--- src/rtl/cpu_pkg.sv ---
`default_nettype none
// ============================================================================
// Module      : cpu_pkg
// Description : Shared widths and the per-stage tag record for the RV32 core.
// Revision    : 1.0 - initial release
// ============================================================================
package cpu_pkg;

    localparam int XLEN      = 32;
    localparam int REG_IDX_W = 5;

    typedef struct packed {
        logic [REG_IDX_W-1:0] rd;
        logic                 is_load;
        logic                 is_store;
        logic                 is_branch;
    } stage_tag_t;

endpackage
`default_nettype wire

--- src/rtl/sat_counter.sv ---
`default_nettype none
// ============================================================================
// Module      : sat_counter
// Description : Up-counter that sticks at all-ones instead of wrapping.
// Revision    : 1.0 - initial release
// ============================================================================
module sat_counter #(
    parameter int CNT_W = 64
) (
    input  logic             clk,
    input  logic             clear,
    input  logic             inc,
    output logic [CNT_W-1:0] count
);

    localparam logic [CNT_W-1:0] c_one = {{(CNT_W-1){1'b0}}, 1'b1};
    localparam logic [CNT_W-1:0] c_max = {CNT_W{1'b1}};

    logic [CNT_W-1:0] r_count;

    always_ff @(posedge clk) begin
        if (clear) begin
            r_count <= '0;
        end else if (inc && (r_count != c_max)) begin
            r_count <= r_count + c_one;
        end
    end

    assign count = r_count;

endmodule
`default_nettype wire

--- src/rtl/pipeline_stage_regs.sv ---
`default_nettype none
// ============================================================================
// Module      : pipeline_stage_regs
// Description : IF/ID/EX/MEM/WB valid, PC and tag registers with hazard-unit
//               hold/kill controls and saturating performance counters.
// Revision    : 1.0 - initial release
// ============================================================================
module pipeline_stage_regs
    import cpu_pkg::stage_tag_t, cpu_pkg::REG_IDX_W;
#(
    parameter int XLEN  = cpu_pkg::XLEN,
    parameter int CNT_W = 64
) (
    input  logic                 clk,
    input  logic                 reset,
    input  logic                 fetch_valid,
    input  logic [XLEN-1:0]      IF_PC,
    input  logic [REG_IDX_W-1:0] dec_rd,
    input  logic                 dec_is_load,
    input  logic                 dec_is_store,
    input  logic                 dec_is_branch,
    input  logic                 stop_IF,
    input  logic                 stop_ID,
    input  logic                 set_invalid_IF,
    input  logic                 set_invalid_ID,
    input  logic                 set_invalid_EX,
    input  logic                 set_invalid_MEM,
    input  logic                 set_invalid_WB,
    output logic [XLEN-1:0]      ID_PC,
    output logic [XLEN-1:0]      EX_PC,
    output logic [XLEN-1:0]      MEM_PC,
    output logic [XLEN-1:0]      WB_PC,
    output logic                 ID_invalid,
    output logic                 EX_invalid,
    output logic                 MEM_invalid,
    output logic                 WB_invalid,
    output logic [REG_IDX_W-1:0] rd,
    output logic                 is_load_EX,
    output logic                 is_store_EX,
    output logic                 is_branch_EX,
    output logic                 is_load_MEM,
    output logic                 retire,
    output logic [CNT_W-1:0]     instret,
    output logic [CNT_W-1:0]     stall_cycles,
    output logic [CNT_W-1:0]     flush_cycles
);

    logic            r_v_if, r_v_id, r_v_ex, r_v_mem, r_v_wb;
    logic [XLEN-1:0] r_id_pc, r_ex_pc, r_mem_pc, r_wb_pc;
    stage_tag_t      r_ex_tag;
    logic            r_mem_is_load;

    logic            w_v_if_nxt, w_v_id_nxt, w_v_ex_nxt, w_v_mem_nxt, w_v_wb_nxt;
    logic [XLEN-1:0] w_id_pc_nxt, w_ex_pc_nxt;
    stage_tag_t      w_ex_tag_nxt;

    // Kills only clear valid bits; PC/tag registers keep following the
    // hold/advance rules so EX_PC stays meaningful for the hazard compare.
    always_comb begin
        w_v_if_nxt   = stop_IF ? r_v_if : fetch_valid;
        w_id_pc_nxt  = stop_ID ? r_id_pc : IF_PC;
        w_v_id_nxt   = stop_ID ? r_v_id : (r_v_if & ~stop_IF);
        w_ex_pc_nxt  = stop_ID ? r_ex_pc : r_id_pc;
        w_ex_tag_nxt = stop_ID ? r_ex_tag
                               : stage_tag_t'{rd: dec_rd, is_load: dec_is_load,
                                              is_store: dec_is_store, is_branch: dec_is_branch};
        w_v_ex_nxt   = r_v_id & ~stop_ID;
        w_v_mem_nxt  = r_v_ex;
        w_v_wb_nxt   = r_v_mem;

        if (set_invalid_IF)  w_v_if_nxt  = 1'b0;
        if (set_invalid_ID)  w_v_id_nxt  = 1'b0;
        if (set_invalid_EX)  w_v_ex_nxt  = 1'b0;
        if (set_invalid_MEM) w_v_mem_nxt = 1'b0;
        if (set_invalid_WB)  w_v_wb_nxt  = 1'b0;
    end

    always_ff @(posedge clk) begin
        if (reset) begin
            r_v_if        <= 1'b0;
            r_v_id        <= 1'b0;
            r_v_ex        <= 1'b0;
            r_v_mem       <= 1'b0;
            r_v_wb        <= 1'b0;
            r_id_pc       <= '0;
            r_ex_pc       <= '0;
            r_mem_pc      <= '0;
            r_wb_pc       <= '0;
            r_ex_tag      <= '0;
            r_mem_is_load <= 1'b0;
        end else begin
            r_v_if        <= w_v_if_nxt;
            r_v_id        <= w_v_id_nxt;
            r_v_ex        <= w_v_ex_nxt;
            r_v_mem       <= w_v_mem_nxt;
            r_v_wb        <= w_v_wb_nxt;
            r_id_pc       <= w_id_pc_nxt;
            r_ex_pc       <= w_ex_pc_nxt;
            r_mem_pc      <= r_ex_pc;
            r_wb_pc       <= r_mem_pc;
            r_ex_tag      <= w_ex_tag_nxt;
            r_mem_is_load <= r_ex_tag.is_load;
        end
    end

    assign ID_PC        = r_id_pc;
    assign EX_PC        = r_ex_pc;
    assign MEM_PC       = r_mem_pc;
    assign WB_PC        = r_wb_pc;
    assign ID_invalid   = ~r_v_id;
    assign EX_invalid   = ~r_v_ex;
    assign MEM_invalid  = ~r_v_mem;
    assign WB_invalid   = ~r_v_wb;
    assign rd           = r_v_id ? dec_rd : '0;
    assign is_load_EX   = r_ex_tag.is_load   & r_v_ex;
    assign is_store_EX  = r_ex_tag.is_store  & r_v_ex;
    assign is_branch_EX = r_ex_tag.is_branch & r_v_ex;
    assign is_load_MEM  = r_mem_is_load      & r_v_mem;
    assign retire       = r_v_wb;

    sat_counter #(.CNT_W(CNT_W)) u_instret (
        .clk   (clk),
        .clear (reset),
        .inc   (r_v_wb),
        .count (instret)
    );

    sat_counter #(.CNT_W(CNT_W)) u_stall (
        .clk   (clk),
        .clear (reset),
        .inc   (stop_ID),
        .count (stall_cycles)
    );

    sat_counter #(.CNT_W(CNT_W)) u_flush (
        .clk   (clk),
        .clear (reset),
        .inc   (set_invalid_ID),
        .count (flush_cycles)
    );

endmodule
`default_nettype wire

--- config.mk ---
export PLATFORM = sky130hd
export DESIGN_NAME = pipeline_stage_regs
export DESIGN_NICKNAME = d
export VERILOG_FILES = /design/src/rtl/cpu_pkg.sv /design/src/rtl/sat_counter.sv /design/src/rtl/pipeline_stage_regs.sv
export SDC_FILE = /design/constraint.sdc
export NUM_CORES = 1
export LEC_CHECK = 0
export CORE_ASPECT_RATIO = 0.9
export CORE_MARGIN = 3
export CORE_UTILIZATION = 40
export CTS_BUF_LIST = sky130_fd_sc_hd__clkbuf_8 sky130_fd_sc_hd__clkbuf_16
export DETAILED_ROUTE_END_ITERATION = 6
export PLACE_DENSITY = 0.7
export SLEW_MARGIN = 10
export SYNTH_ARGS = -nofsm -noshare
export SYNTH_HDL_FRONTEND = slang
export SYNTH_SLANG_ARGS = --single-unit
export TNS_END_PERCENT = 30
--- constraint.sdc ---
create_clock -name clk -period 5.2 [get_ports clk]
set_input_delay 1.56 -clock clk [delete_from_list [all_inputs] [get_ports clk]]
set_output_delay 1.56 -clock clk [all_outputs]
set_load 0.005 [all_outputs]
# Word level (Yosys, flattened, before mapping)
# Index checks and enable logic that the tools add are counted.
# totals
register_bits	329
# op_classes
addsub	3
eq_ne	3
mux	1
bitwise	12
reduce_logical	8
# op_table
operator	count
adder 64 x 1 -> 64 bit (second input constant)	3
!= test 64 bit (second input constant)	3
OR reduction 2 bit	5
bitwise AND 1 bit	6
inverter 1 bit	6
2-to-1 mux 5 bit	1
logical AND 1 bit	3

# Longest topological paths before layout
# Gate-level depths: netlist of run 1.
# depth
word_depth	2
ltp_mapped	9

# Hierarchy
# From an unflattened synthesis of run 1, not the netlist that was laid out.
# unflattened
cells_unflattened	1580
area_unflattened_um2	14485.1
# by_module_without_submodules
mod	instances	cells_per_inst	area_per_inst_um2	seq_area_each_um2
sat_counter	3	400	3385.7	1281.2
pipeline_stage_regs	1	380	4327.9	2742.6

# Worst setup path after synthesis of run 1
# OpenSTA, ideal clock, no wires.
# synth_path
kind	input to output
from	input port dec_rd[0]
to	output port rd[0]
t_arrival_ns	1.703
setup_slack_ns	1.937
cell_stages	1
path_cell_list	and2_1
# synth_via
elab_chain_cells	1
# synth_rtl
item	line	rtl
start, declared	pipeline_stage_regs.sv:18	input logic [REG_IDX_W-1:0] dec_rd,
2-to-1 mux 5 bit	pipeline_stage_regs.sv:114	assign rd = r_v_id ? dec_rd : '0;
end, declared	pipeline_stage_regs.sv:37	output logic [REG_IDX_W-1:0] rd,
# No other way between the ends.

# Final worst setup path of run 1
# layout_path
from	input port dec_rd[3]
to	output port rd[3]
# The elaborated chain is that of the path after synthesis.

==> results of run 1 <==
==> worst max-delay path by stage <==
stage | slack (ns) | start | to
global placement | 0.95 | dec_rd[3] | rd[3]
CTS | 0.94 | dec_rd[3] | rd[3]
detailed placement | 0.94 | dec_rd[3] | rd[3]
global route | 0.93 | dec_rd[4] | rd[4]
finish | 0.96 | dec_rd[3] | rd[3]
floorplan | 1.94 | dec_rd[0] | rd[0]
==> metal layers <==
metal  wire length [µm]  up-vias  track usage  share of wire
met1              18800     6204        0.290           0.43
met3               3050       76       0.0541          0.070
met5                 14        -            0        0.00032
met4               1230        2       0.0683          0.028
li1                   -     6460            -              -
met2              20700      403        0.364           0.47
==> synthesized netlist by cell type (2+ instances only) <==
library cell and count:
dfxtp_1 329, nor2_1 196, a21oi_1 102, nand2_1 91, nor2b_1 85, mux2i_1 71, o21ai_0 68, nand3_1 67
nand4_1 63, or3_1 61, clkbuf_1 49, nor3_1 36, o31ai_1 36, or4_1 36, xnor2_1 34, xor2_1 34
and2_1 26, and3_1 25, inv_1 24, mux2_2 22, and4_1 21, nor4_1 19, buf_2 15, o211ai_1 10
a211oi_1 9, buf_1 9, nor4_2 7, or2_2 7, nand4_2 6, buf_4 5, nor3b_1 4, ha_1 3
nor4b_1 3, o21ai_1 3, nand2b_1 2, nand3_2 2, nand3b_1 2, nor2_2 2, nor3_2 2, nor3_4 2
nor4_4 2, o21ai_2 2
==> critical path, stage by stage <==
cell             delay, ns
clkdlybuf4s50_1       0.45
and2_1                0.11
clkdlybuf4s50_1       0.56
==> cells by family after synthesis <==
kind of cell | after synthesis | synth area share
compound gates | 239 | 0.0972
xor+xnor | 68 | 0.0417
fa+ha+maj | 3 | 0.00263
buf+inv | 102 | 0.0295
flops | 329 | 0.462
mux | 93 | 0.0672
simple gates | 774 | 0.300
==> registers in the layout, indices dropped and copies added (netlist names) <==
signal,cells
r_v_ex,1
r_v_id,1
u_instret.count,64
WB_PC,32
r_v_if,1
u_flush.count,64
ID_PC,32
EX_PC,32
MEM_PC,32
r_ex_tag,3
retire,1
u_stall.count,64
r_v_mem,1
r_mem_is_load,1
==> area by class of cell <==
cell class / instances / area share
Tap cell: 462 / 0.0294
Sequential cell: 329 / 0.335
Clock inverter: 21 / 0.0103
Timing Repair Buffer: 390 / 0.199
Clock buffer: 46 / 0.0533
Multi-Input combinational cell: 1177 / 0.369
Inverter: 24 / 0.00458
==> through the flow <==
step	std cells	power, µW	hold WS [ns]
3_3_place_gp	2382	2880	0.442
6_report	2449	5480	0.461
2_1_floorplan	1608	2740	0.451
3_5_place_dp	2382	2880	0.445
4_1_cts	2449	5550	0.461
5_1_grt	2449	5680	0.473
==> power by group through the flow <==
stage,Clock [µW],Combinational [µW],Sequential [µW]
2_1_floorplan,0,104,2640
6_report,2660,242,2590
5_1_grt,2830,263,2590
3_5_place_dp,0,243,2640
4_1_cts,2720,245,2590
3_3_place_gp,0,241,2640
==> results_dict.tcl, run 1 <==
set metrics [dict create \
    worstSetupPathType "in2out" \
    drtIter0Drc 771 \
    antenna_cells 0 \
    yosysTopAreaCell "dfxtp_1" \
    r2r-start "u_instret.count[44]$_SDFFE_PP0P_" \
    ys_seq_elements 329 \
    die_x_um 205 \
    cp_max_fo 1 \
    p_int_uw 4270 \
    final_max_slew_viol_count 0 \
    setup_slack_ns 0.961 \
    final_common_cell "clkdlybuf4s50_1" \
    h-tree-depth 2 \
    power.switching_uw 1210 \
    timing.critical_path.to_type "primary output" \
    fin_util 0.569 \
    hold_path_class "reg2reg" \
    drive_gt1_frac 0.0659 \
    start_util 0.412 \
    dieArea_um2 38000 \
    fp-row-count 64 \
    multiInputGateArea_um2 7270 \
    fmax_ghz 0.236 \
    hold_depth 1 \
    root_buffer "clkbuf_16" \
    ff2ff_setup_slack_ns 1.59 \
    cp.required_ns 3.64 \
    drt_first_pass_iters 5 \
    maxSlewHeadroom 0.218 \
    fin_skew_ns 0.0185 \
    cts_buffers 37 \
    antenna_found_initial 1 \
    hold_violations 0 \
    clockBufferDepth 3 \
    gp_congestion 0.843 \
    ff_latch_area_um2 6590 \
    async_flop_share 0 \
    tns_ns 0 \
    insertion_delay_ns 0.53 \
    drtAntennaViolNets 0 \
    drc 0 \
    vias_per_cell 5.37 \
    vias 13100 \
    cap_viol_max_count 0 \
    wl_per_cell_um 17.9 \
    grt_pass1_vias 12500 \
    grt_max_degree 103 \
    clk_pin_slew_ns 0.06 \
    yosys_most_used_dff "dfxtp_1" \
    fin_nets 2012 \
    synth_cell_types 58 \
    nFillCells 3095 \
    clkPwrFrac 0.485 \
    dieHeight_um 185 \
    switching_share 0.221 \
    core_area_um2 34600 \
    fin_area_um2 19700 \
    grt_usage 0.222 \
    io_buffers 383 \
    syn_area_um2 14300 \
    worstRegToRegCells 6 \
    hp-start "MEM_PC[17]$_SDFF_PP0_" \
    place_area_um2 18400 \
    peakVddDrop_uv 214 \
    pre_cts_ws_ns 0.943 \
    syn_area_per_cell_um2 8.87 \
    min_period_ns 4.24 \
    cts.sinks 329 \
    drt_wl_total_um 43800 \
    cts_setup_buffers 0 \
    hpwl_um 31500 \
    yosysWarnings 0 \
    finalCritPeriodShare 0.815 \
    status "completed" \
    boundaryPins 384 \
    ys_seq_area_frac 0.462 \
    rsz0062_at_grt "false" \
    hold_end "WB_PC[17]$_SDFF_PP0_" \
    power_density_nw_per_um2 279 \
    area_growth_pct 38.0 \
    final_cell_mix "clkdlybuf4s50_1 (381), dfxtp_1 (329), nor2_1 (196), a21oi_1 (102), nand2_1 (91)" \
    synth_top_area_frac 0.462 \
    cts_resized 0 \
    synth_nets 1661 \
    grt-ovfl-total 0 \
    worst_pin_slew_ns 1.17 \
    grt_pass1_wl_um 68800 \
    syn_inst 1608 \
    finalSetupViolCount 0 \
    p_leak_uw 0.00671 \
    comb_power_share 0.044 \
    crit_arrival_ns 2.68 \
    r2r_end "u_instret.count[63]$_SDFFE_PP0P_" \
    yosys-top-cells-area "dfxtp_1 (46%), nor2_1 (5.2%), mux2i_1 (5.0%)" \
    pwr-share-seq 0.471 \
    cts_tree "done" \
    startpoint_type "primary input" \
    ctsHoldBuffers 0 \
    synth_edf_count 0 \
]
No activity file was read; power rests on OpenSTA's default activity.
==> run 2, diff against run 1 <==
clock period = 4 ns   (was 5.2 ns; I/O delays follow)
==> results_dict.tcl, run 2 (synthesis results as in run 1) <==
set metrics [dict create \
    final_cell_mix "clkdlybuf4s50_1 (381), dfxtp_1 (329), nor2_1 (196), a21oi_1 (102), nand2_1 (91)" \
    drt_wl_total_um 43600 \
    finalCritPeriodShare 0.881 \
    antenna_found_initial 1 \
    io_buffers 383 \
    cts_tree "done" \
    hpwl_um 31900 \
    timing.critical_path.mode_cell "clkdlybuf4s50_1" \
    cpPeakStageDelay_ns 0.55 \
    dieHeight_um 185 \
    timing.critical_path.to_type "primary output" \
    min_period_ns 3.52 \
    cts_buffers 36 \
    grt-ovfl-total 0 \
    grt_usage 0.219 \
    fin_skew_ns 0.0124 \
    p_int_uw 5450 \
    placedCellCount 2392 \
    cp_max_fo 1 \
    core_area_um2 34600 \
    insertion_delay_ns 0.52 \
    worst_pin_slew_ns 1.05 \
    power_density_nw_per_um2 354 \
    rsz0062_at_grt "false" \
    crit_start "dec_rd[3]" \
    status "completed" \
    switching_share 0.219 \
    maxSlewHeadroom 0.300 \
    crit_family "buffers and inverters" \
    grt_pass1_wl_um 68600 \
    worstRegToRegCells 7 \
    final_common_cell "clkdlybuf4s50_1" \
    crit_arrival_ns 2.32 \
    cp.required_ns 2.80 \
    cts_resized 0 \
    area_growth_pct 38.1 \
    path_cells "clkdlybuf4s50_1 -> and2_1 -> clkdlybuf4s50_1" \
    antenna_cells 0 \
    clockBufferDepth 3 \
    tns_ns 0 \
    drc 0 \
    drive_gt1_frac 0.0667 \
    worstSetupPathType "in2out" \
    peakVddDrop_uv 270 \
    cts.sinks 329 \
    cpMaxStageDelayCell "clkdlybuf4s50_1" \
    p_leak_uw 0.00674 \
    crit_buf_inv 2 \
    cap_viol_max_count 0 \
    wl_per_cell_um 17.7 \
    vias_per_cell 5.39 \
    ff2ff_setup_slack_ns 1.08 \
    ff_latch_area_um2 6590 \
    drtIter0Drc 801 \
    cts_setup_buffers 0 \
    pwr-share-seq 0.482 \
    boundaryPins 384 \
    comb_power_share 0.046 \
    cp.depth 3 \
    hold_path_class "reg2reg" \
    power.switching_uw 1530 \
    grt_pass1_vias 12500 \
    root_buffer "clkbuf_16" \
    cp-endpoint "rd[3]" \
    start_util 0.412 \
    final_max_slew_viol_count 0 \
    multiInputGateArea_um2 7270 \
    r2r_end "u_instret.count[63]$_SDFFE_PP0P_" \
    vias 13200 \
    fin_nets 2021 \
    die_x_um 205 \
    nFillCells 3142 \
    fp-row-count 64 \
    stdcell_count 2456 \
    clk_pin_slew_ns 0.06 \
    drt_first_pass_iters 5 \
    fmax_ghz 0.284 \
    clkPwrFrac 0.472 \
    drtAntennaViolNets 0 \
    startpoint_type "primary input" \
    gp_congestion 0.861 \
    hold_violations 0 \
    r2r-start "u_instret.count[2]$_SDFFE_PP0P_" \
    finalSetupViolCount 0 \
    ctsHoldBuffers 0 \
    h-tree-depth 2 \
    grt_max_degree 100 \
    dieArea_um2 38000 \
]
[run 2: worst min-delay path by stage]
stage,start,end,cells past startpoint
2_1_floorplan,r_v_mem$_SDFF_PP0_,retire$_SDFF_PP0_,2
3_3_place_gp,MEM_PC[18]$_SDFF_PP0_,WB_PC[18]$_SDFF_PP0_,1
3_5_place_dp,MEM_PC[15]$_SDFF_PP0_,WB_PC[15]$_SDFF_PP0_,1
4_1_cts,MEM_PC[29]$_SDFF_PP0_,WB_PC[29]$_SDFF_PP0_,1
5_1_grt,MEM_PC[29]$_SDFF_PP0_,WB_PC[29]$_SDFF_PP0_,1
6_report,MEM_PC[29]$_SDFF_PP0_,WB_PC[29]$_SDFF_PP0_,1
[run 2: layout make-up]
class / count / area share
inverter: 24 / 0.00457
clock buffer: 41 / 0.0498
clock inverter: 23 / 0.00971
multi-input combinational: 1177 / 0.369
timing repair buffer: 400 / 0.204
tap: 462 / 0.0293
sequential: 329 / 0.334
[run 2: layer usage]
layer / share of wire / global-route usage / up-vias
met1: 0.43 / 0.287 / 6299
met4: 0.022 / 0.0577 / 2
met3: 0.070 / 0.0536 / 68
met5: 0.00030 / 0 / -
met2: 0.48 / 0.364 / 396
li1: - / - / 6475
[run 2: power groups by stage]
stage / Sequential, µW / Clock [µW] / Combinational (µW)
2_1_floorplan: 3430 / 0 / 135
4_1_cts: 3360 / 3380 / 323
5_1_grt: 3370 / 3520 / 346
3_5_place_dp: 3430 / 0 / 322
6_report: 3360 / 3300 / 319
3_3_place_gp: 3430 / 0 / 318
[run 2: stage by stage]
| stage | worst slack [ns] | hold slack (ns) | total power [µW] | area (µm²) | util |
|---|---|---|---|---|---|
| 2_1_floorplan | 1.16 | 0.451 | 3560 | 14300 | - |
| 3_3_place_gp | 0.411 | 0.445 | 3750 | 18500 | 0.536 |
| 3_5_place_dp | 0.348 | 0.454 | 3750 | 18500 | 0.536 |
| 4_1_cts | 0.454 | 0.450 | 7060 | 19700 | 0.570 |
| 5_1_grt | 0.440 | 0.467 | 7230 | 19700 | 0.570 |
| 6_report | 0.476 | 0.452 | 6970 | 19700 | 0.570 |
==> run 3, diff against run 2 <==
CORE_UTILIZATION = 49   (was 40)
PLACE_DENSITY = 0.83   (was 0.7)
==> results_dict.tcl, run 3 (synthesis results as in run 1) <==
set metrics [dict create \
    comb_power_share 0.046 \
    startpoint_type "primary input" \
    area_growth_pct 36.6 \
    cts.sinks 329 \
    rsz0062_at_grt "false" \
    power.switching_uw 1490 \
    grt_pass1_vias 12800 \
    cpPeakStageDelay_ns 0.50 \
    drtIter0Drc 957 \
    clkPwrFrac 0.468 \
    pwr-share-seq 0.485 \
    fmax_ghz 0.286 \
    drc 0 \
    gp_congestion 0.909 \
    boundaryPins 384 \
    antenna_cells 0 \
    holdWs_ns 0.460 \
    path_cells "clkdlybuf4s50_1 -> and2_1 -> clkdlybuf4s50_1" \
    cts_tree "done" \
    grt_max_degree 168 \
    ctsHoldBuffers 0 \
    hold_path_class "reg2reg" \
    dieArea_um2 31200 \
    drt_first_pass_iters 5 \
    power.total_uw 6930 \
    fin_nets 2015 \
    crit_arrival_ns 2.30 \
    timing.critical_path.to_type "primary output" \
    finalCritPeriodShare 0.875 \
    wl_per_cell_um 18.6 \
    status "completed" \
    grt_usage 0.268 \
    tns_ns 0 \
    vias 13500 \
    fp-row-count 58 \
    stdcell_count 2343 \
    h-tree-depth 2 \
    cap_viol_max_count 0 \
    p_leak_uw 0.00667 \
    cts_resized 0 \
    crit_family "buffers and inverters" \
    dieHeight_um 168 \
    power_density_nw_per_um2 355 \
    hold_violations 0 \
    final_common_cell "clkdlybuf4s50_1" \
    clockBufferDepth 3 \
    cp.required_ns 2.80 \
    drtAntennaViolNets 0 \
    maxSlewHeadroom 0.212 \
    core_area_um2 28300 \
    io_buffers 383 \
    setup_slack_ns 0.499 \
    insertion_delay_ns 0.51 \
    r2r-start "u_stall.count[26]$_SDFFE_PP0P_" \
    vias_per_cell 5.78 \
    cpMaxStageDelayCell "clkdlybuf4s50_1" \
    cp_max_fo 1 \
    p_int_uw 5440 \
    min_period_ns 3.50 \
    antenna_found_initial 0 \
    die_x_um 186 \
    placedCellCount 2285 \
    grt_pass1_wl_um 68800 \
    cts_buffers 35 \
    root_buffer "clkbuf_16" \
    finalSetupViolCount 0 \
    cts_setup_buffers 0 \
    crit_buf_inv 2 \
    hp-start "MEM_PC[8]$_SDFF_PP0_" \
    drive_gt1_frac 0.0656 \
    grt-ovfl-total 0 \
    pre_cts_ws_ns 0.383 \
    worst_pin_slew_ns 1.18 \
    fin_skew_ns 0.0167 \
    worstSetupPathType "in2out" \
    crit_start "dec_rd[4]" \
    drt_wl_total_um 43700 \
    timing.critical_path.mode_cell "clkdlybuf4s50_1" \
    peakVddDrop_uv 352 \
    switching_share 0.215 \
    final_cell_mix "clkdlybuf4s50_1 (381), dfxtp_1 (329), nor2_1 (196), a21oi_1 (102), nand2_1 (91)" \
    hpwl_um 31200 \
    final_max_slew_viol_count 0 \
    start_util 0.504 \
    clk_pin_slew_ns 0.06 \
]
==> run 3: final timing paths <==
check | to | slack, ns | depth (start not counted)
setup / recovery | rd[4] | 0.50 | 3
hold / removal | WB_PC[8]$_SDFF_PP0_ | 0.46 | 1
setup reg to reg | u_stall.count[59]$_SDFFE_PP0P_ | 1.01 | 7
hold reg to reg | WB_PC[8]$_SDFF_PP0_ | 0.46 | 1
==> run 3: area by class of cell <==
type | count | area [µm²]
fill | 2130 | 8810
multi-input combinational | 1177 | 7270
sequential | 329 | 6590
timing repair buffer | 395 | 3950
clock buffer | 47 | 1040
tap | 360 | 450
clock inverter | 11 | 110
inverter | 24 | 90.1
==> run 3: through the flow <==
stage,util,area [µm²]
after floorplan,-,14300
after global placement,0.648,18300
after detailed placement,0.648,18300
after CTS,0.689,19500
after global routing,0.689,19500
final,0.689,19500
==> run 3: power by group through the flow <==
stage,sequential [µW],combinational [µW],clock (µW)
3_3_place_gp,3430,312,0
2_1_floorplan,3430,135,0
4_1_cts,3360,322,3300
3_5_place_dp,3430,318,0
6_report,3360,321,3240
5_1_grt,3370,343,3440
==> run 3: metal layers <==
metal	track usage	vias up	wire, µm	part of all wire
li1	-	6468	-	-
met1	0.353	6518	18400	0.42
met2	0.448	481	21100	0.48
met3	0.0501	79	2890	0.066
met4	0.0796	0	1310	0.030
met5	0	-	0	0
